## src/rtl/alu_multiword_ctrl.sv

```systemverilog
// Word-serial sequencer that runs WORDS*N-bit operations through one N-bit ALU,
// least-significant word first, chaining carry/borrow between words.
module alu_multiword_ctrl #(
  parameter int unsigned N     = 4,
  parameter int unsigned WORDS = 4
) (
  input  logic                 clk,
  input  logic                 rst,
  input  logic                 start,
  input  logic [2:0]           mode,
  input  logic [N*WORDS-1:0]   op_a,
  input  logic [N*WORDS-1:0]   op_b,
  input  logic                 cb_in_init,
  output logic                 busy,
  output logic                 done,
  output logic [N*WORDS-1:0]   result,
  output logic                 cb_out,
  output logic [2:0]           alu_mode,
  output logic [N-1:0]         alu_a,
  output logic [N-1:0]         alu_b,
  output logic                 alu_cb_in,
  input  logic [N-1:0]         alu_result,
  input  logic                 alu_cb_out
);

  localparam int unsigned W  = N * WORDS;
  localparam int unsigned IW = (WORDS > 1) ? $clog2(WORDS) : 1;

  localparam logic [2:0] MODE_ADD = 3'b000;
  localparam logic [2:0] MODE_SUB = 3'b001;
  localparam logic [2:0] MODE_INC = 3'b110;
  localparam logic [2:0] MODE_DEC = 3'b111;

  typedef enum logic [1:0] {
    IDLE    = 2'd0,
    ISSUE   = 2'd1,
    CAPTURE = 2'd2,
    DONE    = 2'd3
  } state_t;

  state_t          state;
  state_t          state_nxt;
  logic [2:0]      mode_q;
  logic [W-1:0]    a_q;
  logic [W-1:0]    b_q;
  logic            chain_q;
  logic [IW-1:0]   idx_q;

  logic            arith_c;
  logic            last_c;
  logic            start_cb_c;

  // Arithmetic modes propagate a carry/borrow chain; logic modes do not.
  assign arith_c    = (mode_q == MODE_ADD) || (mode_q == MODE_SUB) ||
                      (mode_q == MODE_INC) || (mode_q == MODE_DEC);
  assign last_c     = (idx_q == IW'(WORDS - 1));
  // Initial chain value: caller's carry for add/sub, forced 1 for inc/dec.
  assign start_cb_c = ((mode == MODE_ADD) || (mode == MODE_SUB)) ? cb_in_init :
                      ((mode == MODE_INC) || (mode == MODE_DEC)) ? 1'b1 : 1'b0;

  // State register.
  always_ff @(posedge clk) begin
    if (rst) state <= IDLE;
    else     state <= state_nxt;
  end

  // Next-state logic.
  always_comb begin
    state_nxt = state;
    case (state)
      IDLE:    if (start) state_nxt = ISSUE;
      ISSUE:   state_nxt = CAPTURE;
      CAPTURE: state_nxt = last_c ? DONE : ISSUE;
      DONE:    state_nxt = IDLE;
      default: state_nxt = IDLE;
    endcase
  end

  // Datapath: operand latch, ALU drive, slice capture and status outputs.
  always_ff @(posedge clk) begin
    if (rst) begin
      mode_q    <= 3'b000;
      a_q       <= '0;
      b_q       <= '0;
      chain_q   <= 1'b0;
      idx_q     <= '0;
      busy      <= 1'b0;
      done      <= 1'b0;
      result    <= '0;
      cb_out    <= 1'b0;
      alu_mode  <= 3'b000;
      alu_a     <= '0;
      alu_b     <= '0;
      alu_cb_in <= 1'b0;
    end else begin
      case (state)
        IDLE: begin
          if (start) begin
            mode_q  <= mode;
            a_q     <= op_a;
            b_q     <= op_b;
            chain_q <= start_cb_c;
            idx_q   <= '0;
            busy    <= 1'b1;
          end
        end
        ISSUE: begin
          alu_a <= a_q[idx_q*N +: N];
          case (mode_q)
            MODE_INC: begin
              alu_mode <= MODE_ADD;
              alu_b    <= '0;
            end
            MODE_DEC: begin
              alu_mode <= MODE_SUB;
              alu_b    <= '0;
            end
            default: begin
              alu_mode <= mode_q;
              alu_b    <= b_q[idx_q*N +: N];
            end
          endcase
          alu_cb_in <= arith_c & chain_q;
        end
        CAPTURE: begin
          result[idx_q*N +: N] <= alu_result;
          chain_q              <= arith_c & alu_cb_out;
          if (last_c) begin
            // Publish final carry together with the done pulse.
            cb_out <= arith_c & alu_cb_out;
            done   <= 1'b1;
            busy   <= 1'b0;
          end else begin
            idx_q <= idx_q + IW'(1);
          end
        end
        DONE: begin
          done <= 1'b0;
        end
        default: begin
          done <= 1'b0;
          busy <= 1'b0;
        end
      endcase
    end
  end

endmodule

```

## config.mk

```make
export PLATFORM = sky130hd
export DESIGN_NAME = alu_multiword_ctrl
export DESIGN_NICKNAME = d
export VERILOG_FILES = /design/src/rtl/alu_multiword_ctrl.sv
export SDC_FILE = /design/constraint.sdc
export NUM_CORES = 1
export LEC_CHECK = 0
export BUFFER_PORTS_ARGS = -buffer_cell sky130_fd_sc_hd__buf_2
export CAP_MARGIN = 40
export CELL_PAD_IN_SITES_DETAIL_PLACEMENT = 1
export CELL_PAD_IN_SITES_GLOBAL_PLACEMENT = 1
export CORE_ASPECT_RATIO = 1.2
export CORE_UTILIZATION = 39
export DETAILED_ROUTE_END_ITERATION = 12
export GPL_TIMING_DRIVEN = 0
export MAX_ROUTING_LAYER = met4
export PLACE_DENSITY_LB_ADDON = 0.1
export SYNTH_ARGS = -nofsm -noshare
export SYNTH_HDL_FRONTEND = slang
export SYNTH_SLANG_ARGS = --single-unit
export TNS_END_PERCENT = 50
```

## constraint.sdc

```tcl
create_clock -name clk -period 2.6 [get_ports clk]
set_clock_uncertainty 0.05 [all_clocks]
set_input_delay 0.13 -clock clk [delete_from_list [all_inputs] [get_ports clk]]
set_output_delay 0.13 -clock clk [all_outputs]
set_load 0.02 [all_outputs]
```

# Word-level counts from Yosys, hierarchy flattened
# Cells that the tools add are included.
# word_totals
out_inout_bits,31
register_bits,71
# op_classes
mux,18
eq_ne,13
reduce_logical,17
add_sub_neg,2
bitwise,2
shifts,4
# ops
operator,n
$neg A4 Y34,1
$shift A4 B34 Y16 const A,1
$shiftx A4 B34 Y16,1
$shiftx A16 B5 Y4,2
$bwmux W16,1
$eq A3 B3 Y1 const B,4
$mux W2,4
$pmux W2 S4,1
$reduce_and A2 Y1,4
$eq A2 B2 Y1 const B,3
$eq A3 B1 Y1 const B,2
$logic_not A3 Y1,2
$mux W1,6
$ne A2 B2 Y1 const B,3
$pmux W1 S2,3
$pmux W3 S2,1
$reduce_and A3 Y1,2
$logic_or A1 B1 Y1,5
$mux W4,1
$pmux W2 S2,1
$reduce_bool A2 Y1,2
$add A2 B1 Y2 const B,1
$and A1 B1 Y1,2
$eq A2 B1 Y1 const B,1
other kinds (2),2

# Depth between registers and ports, before layout
# Gate-level depths: netlist (run 1).
# depth
depth_word,6
ltp_mapped,8

# Worst setup path before layout (run 1)
# No wires, ideal clock.
# synth_path
path_type,register to register
start,register idx_q[1]
end,register result[10]
path_slack_ps,779
arrival_ps,1706
setup_ps,65
n_path_buf,2
path_stages_with_launch,8
synth_period_minus_slack_ps,1821
path_cell_list,dfxtp_1 -> clkbuf_1 -> inv_1 -> ha_1 -> nor4bb_1 -> buf_2 -> a32oi_1 -> nor2_1
# synth_between
elab_chain_len,3
word_cells_on_any_way,4
classes_between,add/sub (1); shift (2); mux (1)
# synth_lines
element,line,source
start: declaration,47,logic [IW-1:0] idx_q;
start signal: assignment,134,idx_q <= idx_q + IW'(1);
$neg A4 Y34 (*),126,result[idx_q*N +: N] <= alu_result;
$shiftx A4 B34 Y16 or $shift A4 B34 Y16 (tied branches),126,
$bwmux W16 (*),126,
end signal: indexed assignment,126,
end: declaration,16,"output logic [N*WORDS-1:0] result,"
# Every way passes the cells marked *; elsewhere a longest branch is shown, timed or not.
# A chain may end at the register's enable or synchronous reset.

# Worst setup path in the final report (run 1)
# layout_path
start,register idx_q[1]
end,register result[8]
# Same word-level chain as after synthesis.

==> summary.txt, run 1 <==
Setup WS pre-CTS: 0.195 ns
Netlist cell types: 32
Top post-synthesis cells by area: dfxtp_1 48%, nand2_1 12%, a21oi_1 8.8%, mux4_2 6.1%, a32oi_1 4.7%
Post-synth top area share: 48.1%
IO Pins: 75
Relative slew slack: 58.1%
Worst r2r src: idx_q[1]
Vias per inst: 5.12
Area grow syn2layout: 34.6%
Post-Syn Area: 2960 um2
Combinational group share of total power: 12.8%
Global placer's final weighted congestion: 0.745
Vias: 2757
Worst setup path class: flip-flop to flip-flop
Root buffer cell: clkbuf_8
Post-route DRC: 0
DRT met1 WL: 3660 um
Sequential standard cell area: 1420 um2
Sw Ratio: 24.9%
Worst reg2reg setup slack: 0.24 ns
Crit path DAT: 2.59 ns
H-tree levels: 3
Total of max-cap violations: 0
Post-DRT Antenna Nets: 0
Port Buffers: 73
Die Height: 97.4 um
Design area: 3980 um2
Slowest-stage cell, CP: clkbuf_1
Worst-Margin Slew: 0.628 ns
Worst Path Max Fanout: 10
Post_cts resized: 0
Largest net degree at the start of global routing: 12
Post-Route Utilization: 54.7%
Met2 WL: 4580 um
Clk buf depth: 2
Final Setup Violations: 0
Crit-path cells: clkbuf_1, inv_1, ha_1, nor4bb_1, buf_2, a32oi_1, nor2_1
Final period util: 90.8%
Max Used Layer: met4
GRT Util Overall: 24.2%
# hold bufs at CTS: 34
Sequential area share after synthesis: 48.1%
Synth area leader: dfxtp_1
Req. time, crit path: 2.83 ns
Total Nets Final: 493
Num CTS Buffers: 9
TritonRoute pass-1 iters: 4
CP endpoint kind: flip-flop
Setup Buffers After CTS: 0
First-pass GRT wire length: 13700 um
Pwr Total: 0.00242 W
Crit. Startpoint: idx_q[1]
Area of the multi-input gates: 1360 um2
Commonest non-fill, non-tap cell in the layout: nand2_1
Grt ovf: 0
CTS tree: built
Final Slew Violations: 0
VDD IR max: 0.486 mV
Worst r2r dst: result[8]
Placeable core area: 7270 um2
Mapped Cells: 325
Final hold vios: 0
Syn nets: 375
Worst Hold Class: input pin to flip-flop
Initial DRC count: 68
Fillers: 884
Initial antenna violation count: 0
Clock slew at reported path FFs: 0.08 ns
Layout cells sized above 1: 25.7%
Switch Pwr: 0.000605 W
RSZ-0062 raised after global routing: false
Critical path's top delay family: buffers and inverters
YS warnings: 0
Worst path bufs/invs: 3
Post-DP HPWL: 5910 um
Power per Cell Area: 609 nW/um2
Placed instance area: 3430 um2
Levels on crit path: 7
Part of the power in registers: 47.8%
Die Area: 7930 um2
Most frequent cells in the layout: 91 x nand2_1, 78 x buf_2, 71 x dfxtp_1
Ant. Diodes: 0
Setup crit end: result[8]
Setup_tns: 0 ns
Reg2Reg Depth: 7
P_int: 0.00182 W
CP peak stage delay: 0.51 ns
LEAKAGE: 1.64 nW
Status: finished clean
Fin worst setup slack: 0.240 ns
Clock latency on the worst-skew pair: 0.34 ns
Fmax achieved: 424 MHz
DR WL met3: 240 um
Avg Inst Size Synth: 9.10 um2
Initial Utilization: 40.6%
Final WL: 8630 um
Vias in the first global route: 2816
Seq cells post-synth: 71
Die width: 81.5 um
Core Rows: 34
CP Launch Type: flip-flop
Avg WL per Cell: 16.0 um
Clock power share: 39.4%
# clock sinks: 71
Final min period: 2.36 ns
[power by group through the flow]
stage / Clock, W / Sequential, W / Combinational, W
finish: 0.000954 / 0.00116 / 0.000311
global route: 0.00102 / 0.00117 / 0.000343
CTS: 0.000971 / 0.00116 / 0.000312
detailed placement: 0 / 0.00118 / 0.000272
global placement: 0 / 0.00118 / 0.000265
floorplan: 0 / 0.00119 / 0.000167
[layout make-up]
cell class | count | area share, %
multi-input cells | 227 | 34.2
repair buffers | 107 | 17.7
clock inverters | 4 | 1.76
inverters | 3 | 0.283
flip-flops and latches | 71 | 35.7
clock buffers | 12 | 3.40
well taps | 90 | 2.83
plain buffers | 24 | 4.12
[layer usage]
| metal | global-route usage, % | vias up |
|---|---|---|
| met3 | 5.54 | 10 |
| li1 | - | 1358 |
| met4 | 8.65 | 0 |
| met2 | 41.5 | 52 |
| met1 | 26.6 | 1337 |
| met5 | - | - |
[synthesized netlist by cell type, drive strengths merged]
cell type / number
buf: 15
o21bai: 1
and3b: 2
nand3b: 7
nor2b: 3
o41ai: 1
xnor2: 1
mux4: 8
o221a: 1
clkbuf: 9
nor4bb: 1
or3b: 1
nand2: 91
nand4: 1
inv: 3
nand2b: 1
o21ai: 1
nor3b: 4
a32oi: 16
a21oi: 52
a211oi: 2
nor2: 19
and2: 1
dfxtp: 71
nand3: 6
and4bb: 1
ha: 6
[state kept, by name, indices dropped and copies added (netlist names), 2 cells and up]
| name | cells |
|---|---|
| a_q | 16 |
| alu_a | 4 |
| alu_b | 4 |
| alu_mode | 3 |
| b_q | 16 |
| idx_q | 2 |
| mode_q | 3 |
| result | 16 |
| state | 2 |
[stage by stage]
| stage | std cells | hold WS, ns |
|---|---|---|
| final | 538 | 0.00983 |
| after global routing | 538 | 0.00215 |
| after CTS | 538 | 0.00179 |
| after detailed placement | 488 | 0.329 |
| after global placement | 488 | 0.322 |
| after floorplan | 325 | 0.216 |
[worst reg2reg max path: stages (launching register included)]
cell	delay (ns)
dfxtp_1	0.38
clkbuf_1	0.51
inv_1	0.19
ha_1	0.38
nor4bb_1	0.32
buf_2	0.25
a32oi_1	0.11
nor2_1	0.10
[worst min path at each step]
| stage | start | end | slack (ns) | depth (start not counted) |
|---|---|---|---|---|
| 2_1_floorplan | op_a[0] | a_q[0] | 0.22 | 2 |
| 3_3_place_gp | op_b[14] | b_q[14] | 0.32 | 3 |
| 3_5_place_dp | op_a[12] | a_q[12] | 0.33 | 3 |
| 4_1_cts | mode[1] | mode_q[1] | 0.002 | 3 |
| 5_1_grt | mode[2] | mode_q[2] | 0.002 | 3 |
| 6_report | mode[1] | mode_q[1] | 0.01 | 3 |
[cells by family (layout without fill, tap and decap cells)]
group,after synthesis,count (layout),share of synthesized area (%)
AND/OR/NAND/NOR,138,138,21.2
AO/OA/AOI/OAI,74,74,15.8
flip-flops,71,71,48.1
buffers and inverters,27,150,5.92
multiplexers,8,8,6.09
adder cells (fa/ha/maj),6,6,2.54
XOR/XNOR,1,1,0.296
Power figures use the tool's default switching activity.
==> inputs of run 2 (changes only) <==
ABC_AREA = 1   (was default)
CORE_ASPECT_RATIO = 2   (was 1.2)
CORE_UTILIZATION = 37   (was 39)
RECOVER_POWER = 100   (was default)
==> run 2 against run 1 <==
First-iteration DRC count grew 51%. Global-route usage is 0.74 points higher. Count of clock-buffer cells in the layout rose by 1. Largest power group unchanged. Critical endpoint is now result[5]. Sequential power about the same. Sequential cell count is the same. Critical path depth unchanged. Area after synthesis is 3.1% higher. Highest routed layer unchanged.
==> summary.txt, run 2 <==
Status: finished clean
GRT Util Overall: 24.9%
Setup Buffers After CTS: 0
Initial Utilization: 38.4%
Power per Cell Area: 684 nW/um2
Placed instance count: 588
Worst path bufs/invs: 3
CTS tree: built
Design area: 3850 um2
Final min period: 2.18 ns
Die Height: 130 um
Area grow syn2layout: 26.3%
Worst Path Max Fanout: 11
Total of max-cap violations: 0
Mapped Cells: 418
Most common cell in the netlist: nand2_1
Post-Synth XOR/XNOR Area: 0%
Crit path DAT: 2.39 ns
Global placer's final weighted congestion: 0.823
H-tree levels: 3
VDD IR max: 0.351 mV
Post-DRT Antenna Nets: 0
CP peak stage delay: 0.51 ns
Worst-Margin Slew: 0.763 ns
Final period util: 83.9%
TritonRoute pass-1 iters: 5
Setup_tns: 0 ns
Levels on crit path: 7
Hold depth: 3
Final hold vios: 0
Root buffer cell: clkbuf_16
Largest family of logic cells by synthesized area: simple AND/OR/NAND/NOR gates
Syn nets: 468
Ant. Diodes: 0
Relative slew slack: 49.1%
Multiplexer area fraction after synthesis: 0%
Setup WS pre-CTS: 0.419 ns
YS warnings: 0
Port Buffers: 74
Final WL: 9490 um
Vias in the first global route: 3271
Post-DP HPWL: 7080 um
Total Nets Final: 568
Top post-synthesis cells by area: dfxtp_1 47%, nand2_1 8.9%, o21ai_0 8.4%, nor2_1 8.2%, a21oi_1 8.0%
CP Launch Type: flip-flop
Critical path's top delay family: buffers and inverters
Post-synth top area share: 46.6%
Adder-Cell Fraction of Synth Area: 2.46%
Die Area: 8630 um2
Crit-path cells: buf_4, clkinv_1, ha_1, inv_1, nor2_1, nand3_1, a21oi_1
Simple-gate share of the synthesized area: 24.1%
Final Setup Violations: 0
RSZ-0062 raised after global routing: false
Largest registers: a_q x16, b_q x16, result x16
Synth top cells by count: 72 x nand2_1, 71 x dfxtp_1, 67 x nor2_1, 51 x o21ai_0, 49 x a21oi_1
Ys async rst share: 0%
Final Slew Violations: 0
Vias: 3058
Worst Hold Class: input pin to flip-flop
Initial antenna violation count: 0
Reg2Reg Depth: 7
Clock slew at reported path FFs: 0.06 ns
Post-Syn Area: 3050 um2
Synth area leader: dfxtp_1
Netlist cell types: 21
Post-route DRC: 0
Num CTS Buffers: 9
Placed instance area: 3540 um2
Finished Layout Cells: 617
Largest net degree at the start of global routing: 13
Sequential area share after synthesis: 46.6%
Main flop type after synthesis: dfxtp_1
Post-synth EDFFs: 0
Die width: 66.2 um
CP endpoint kind: flip-flop
Grt ovf: 0
Fin worst setup slack: 0.420 ns
Worst setup path class: flip-flop to flip-flop
Clk buf depth: 2
Synth Area in Compound Gates: 16.9%
Layout cells sized above 1: 12.7%
IO Pins: 75
Initial DRC count: 103
Commonest non-fill, non-tap cell in the layout: nand2_1
Core Rows: 46
Avg WL per Cell: 15.4 um
Req. time, crit path: 2.81 ns
Placeable core area: 7940 um2
First-pass GRT wire length: 15200 um
LEAKAGE: 1.68 nW
Clock latency on the worst-skew pair: 0.34 ns
Fmax achieved: 459 MHz
Avg Inst Size Synth: 7.29 um2
# clock sinks: 71
Seq cells post-synth: 71
Hold WS: 0.0215 ns
Vias per inst: 4.96
Slowest-stage cell, CP: ha_1
Most frequent cells in the layout: 73 x nand2_1, 71 x dfxtp_1, 68 x nor2_1
run 2: changes by cell type after synthesis, moves of 3 or more:
cell      change
a21oi_1       -3
a32oi_1      -16
buf_6         -3
clkbuf_1      -3
inv_1        +38
mux4_2        -8
nand2_1      -19
nand3_1      +17
nand3b_1      -7
nand4_1       +5
nor2_1       +48
nor2_4        +4
nor2b_1       -3
o21ai_0      +50
run 2: path summary, 6_finish.rpt:
path | endpoint | start | slack, ns
max | result[5] | idx_q[1] | 0.42
min reg2reg | b_q[14] | b_q[14] | 0.41
min | a_q[5] | op_a[5] | 0.02
max reg2reg | result[5] | idx_q[1] | 0.42
run 2: kinds of logic (layout without fill, tap and decap cells):
family                     count (synthesis)  in the layout
and+or+nand+nor                          174            174
AOI/OAI and AO/OA                        101            101
DFF                                       71             71
buffers and inverters                     66            169
adders and majority gates                  6              6
run 2: worst min-delay path, cell delays in order:
cell    delay [ns]
buf_2         0.09
nor2_1        0.04
nor2_1        0.10
run 2: where the power goes:
part	switching (W)	internal (W)	leakage [nW]
Combinational	0.000207	0.000114	0.970
Clock	0.000440	0.000686	0.132
Sequential	0.0000308	0.00116	0.582
Total	0.000678	0.00196	1.68
run 2: per-stage QoR:
stage          util, %  power (W)
2_1_floorplan        -    0.00141
3_3_place_gp      44.6    0.00153
3_5_place_dp      44.6    0.00154
4_1_cts           49.8    0.00267
5_1_grt           48.5    0.00274
6_report          48.5    0.00264
run 2: timing repair:
item	4_1_cts	5_1_grt
endpoints found under the hold margin	15	0
resized for setup	0	0
hold buffers	15	0
run 2: layout make-up:
| cell class | instances | area (um2) |
|---|---|---|
| Inverter | 46 | 175 |
| Timing Repair Buffer | 89 | 482 |
| Buffer | 20 | 85.1 |
| Tap cell | 96 | 120 |
| Clock inverter | 1 | 5.00 |
| Clock buffer | 13 | 260 |
| Sequential cell | 71 | 1420 |
| Fill cell | 1049 | 4090 |
| Multi-Input combinational cell | 281 | 1300 |
run 2: metal layers:
layer,wire length [um],up-vias,GRT usage (%)
li1,-,1535,-
met1,3330,1426,22.3
met2,5580,74,49.3
met3,270,23,3.47
met4,306,0,11.3
met5,0,-,-
==> inputs of run 3 (changes only) <==
ABC_AREA = 0   (was 1)
CORE_UTILIZATION = 39   (was 37)
clock period = 2.2 ns   (was 2.6 ns; I/O delays follow)
==> run 3 against run 2 <==
Count of clock-buffer cells in the layout increased by 1. Utilization increased by 5.9 points. Non-clock buffer count increased by 21. Sequential cell count unchanged. First-iteration DRC count decreased by 54%. Via count decreased by 9.0%. Clock power increased by 22%. Routed wire length decreased by 7.1%. Highest routed layer unchanged. Fmax increased by 7.2%. Worst hold slack got worse by 0.00090 ns. Critical path type unchanged. Combinational power increased by 9.0%. Critical path depth unchanged.
==> summary.txt, run 3 (synthesis results as in run 1) <==
CP endpoint kind: flip-flop
Hold path endpoint: mode_q[2]
Setup_tns: 0 ns
Placed instance count: 490
Fillers: 897
Worst Hold Class: input pin to flip-flop
Crit path DAT: 2.25 ns
VDD IR max: 0.471 mV
Post-DRT Antenna Nets: 0
Ant. Diodes: 0
Final period util: 92.4%
CP peak stage delay: 0.38 ns
Core Rows: 44
Worst reg2reg setup slack: 0.17 ns
First-pass GRT wire length: 14500 um
Area of the multi-input gates: 1350 um2
IO Pins: 75
Final hold vios: 0
Fin worst setup slack: 0.166 ns
Crit-path cells: buf_2, inv_1, ha_1, nor4bb_2, buf_4, a32oi_1, nor2_1
Crit. Startpoint: idx_q[1]
Worst setup path class: flip-flop to flip-flop
Setup WS pre-CTS: -0.111 ns
Vias per inst: 5.18
TritonRoute pass-1 iters: 4
CP Launch Type: flip-flop
Worst-Margin Slew: 0.710 ns
Pwr Total: 0.00310 W
Die Area: 7950 um2
Initial Utilization: 40.4%
Worst r2r src: idx_q[1]
Reg2Reg Depth: 7
Avg WL per Cell: 16.4 um
H-tree levels: 3
Design area: 3980 um2
Clock slew at reported path FFs: 0.05 ns
Post-route DRC: 0
Root buffer cell: clkbuf_16
Die width: 63.6 um
# clock sinks: 71
Initial DRC count: 47
Commonest non-fill, non-tap cell in the layout: nand2_1
Levels on crit path: 7
Critical path's top delay family: buffers and inverters
Power per Cell Area: 779 nW/um2
Vias in the first global route: 3033
Area grow syn2layout: 34.7%
Clock latency on the worst-skew pair: 0.33 ns
Placeable core area: 7320 um2
Sequential standard cell area: 1420 um2
GRT Util Overall: 24.9%
CTS tree: built
Final min period: 2.03 ns
Total Nets Final: 492
Setup Buffers After CTS: 0
Req. time, crit path: 2.41 ns
LEAKAGE: 1.51 nW
Port Buffers: 73
Global placer's final weighted congestion: 0.781
Slowest-stage cell, CP: dfxtp_1
Final Slew Violations: 0
Die Height: 125 um
Layout cells sized above 1: 17.8%
Final Setup Violations: 0
Vias: 2782
Grt ovf: 0
Worst r2r dst: result[7]
Total of max-cap violations: 0
Hold wc startpoint: mode[2]
Final WL: 8820 um
Initial antenna violation count: 0
Largest registers: a_q x16, b_q x16, result x16
Worst Path Max Fanout: 10
RSZ-0062 raised after global routing: false
Worst path bufs/invs: 3
Largest net degree at the start of global routing: 11
Relative slew slack: 52.4%
Post-DP HPWL: 6280 um
Fmax achieved: 492 MHz
Clk buf depth: 2
Placed instance area: 3440 um2
Finished Layout Cells: 537
Status: finished clean
Hold depth: 3
Most frequent cells in the layout: 91 x nand2_1, 70 x dfxtp_1, 52 x a21oi_1
Num CTS Buffers: 9
-- run 3: cell types whose count changed in the layout (fill, tap and decap cells not counted), sizes merged, moves of 16 or more --
cell         change
nand2           +18
inv             -41
dlygate4sd3     +18
nor2            -52
a32oi           +16
o21ai           -50
nand3           -17
-- run 3: tightest hold or removal path, cell delays in order --
cell,delay (ns)
buf_2,0.13
nand2_1,0.06
a21oi_1,0.05
-- run 3: how the worst max path moves through the flow --
stage,endpoint,slack (ns)
after floorplan,result[10],0.38
after global placement,result[4],-0.08
after detailed placement,result[10],-0.11
after CTS,result[7],0.05
after global routing,result[9],0.02
final,result[7],0.17
-- run 3: per-layer routing --
layer  GRT usage [%]  wire length (um)
met5               -                 0
met4            12.0               269
met3            4.47               254
met2            47.1              5210
met1            22.9              3080
-- run 3: area by class of cell --
| cell class | instances | area share (%) |
|---|---|---|
| flip-flops and latches | 71 | 35.7 |
| plain buffers | 24 | 3.49 |
| clock buffers | 14 | 7.13 |
| well taps | 92 | 2.89 |
| multi-input cells | 227 | 34.0 |
| repair buffers | 106 | 16.5 |
| inverters | 3 | 0.283 |
-- run 3: repair_timing --
action,4_1_cts,5_1_grt
endpoints found under the hold margin,33,0
hold buffers,33,0
endpoints found under the setup margin,14,8
resized for setup,1,5
-- run 3: report_power, final --
| group | total, W | switching [W] | internal, W | leakage (nW) |
|---|---|---|---|---|
| logic | 0.000351 | 0.000190 | 0.000161 | 0.793 |
| clock network | 0.00138 | 0.000503 | 0.000873 | 0.141 |
| registers | 0.00137 | 0.0000315 | 0.00134 | 0.579 |
-- run 3: metrics by stage --
step	hold WS (ns)	util (%)
3_5_place_dp	0.307	46.9
5_1_grt	0.0345	54.4
6_report	0.0206	54.4
4_1_cts	0.0182	55.3
2_1_floorplan	0.196	-
3_3_place_gp	0.302	46.9
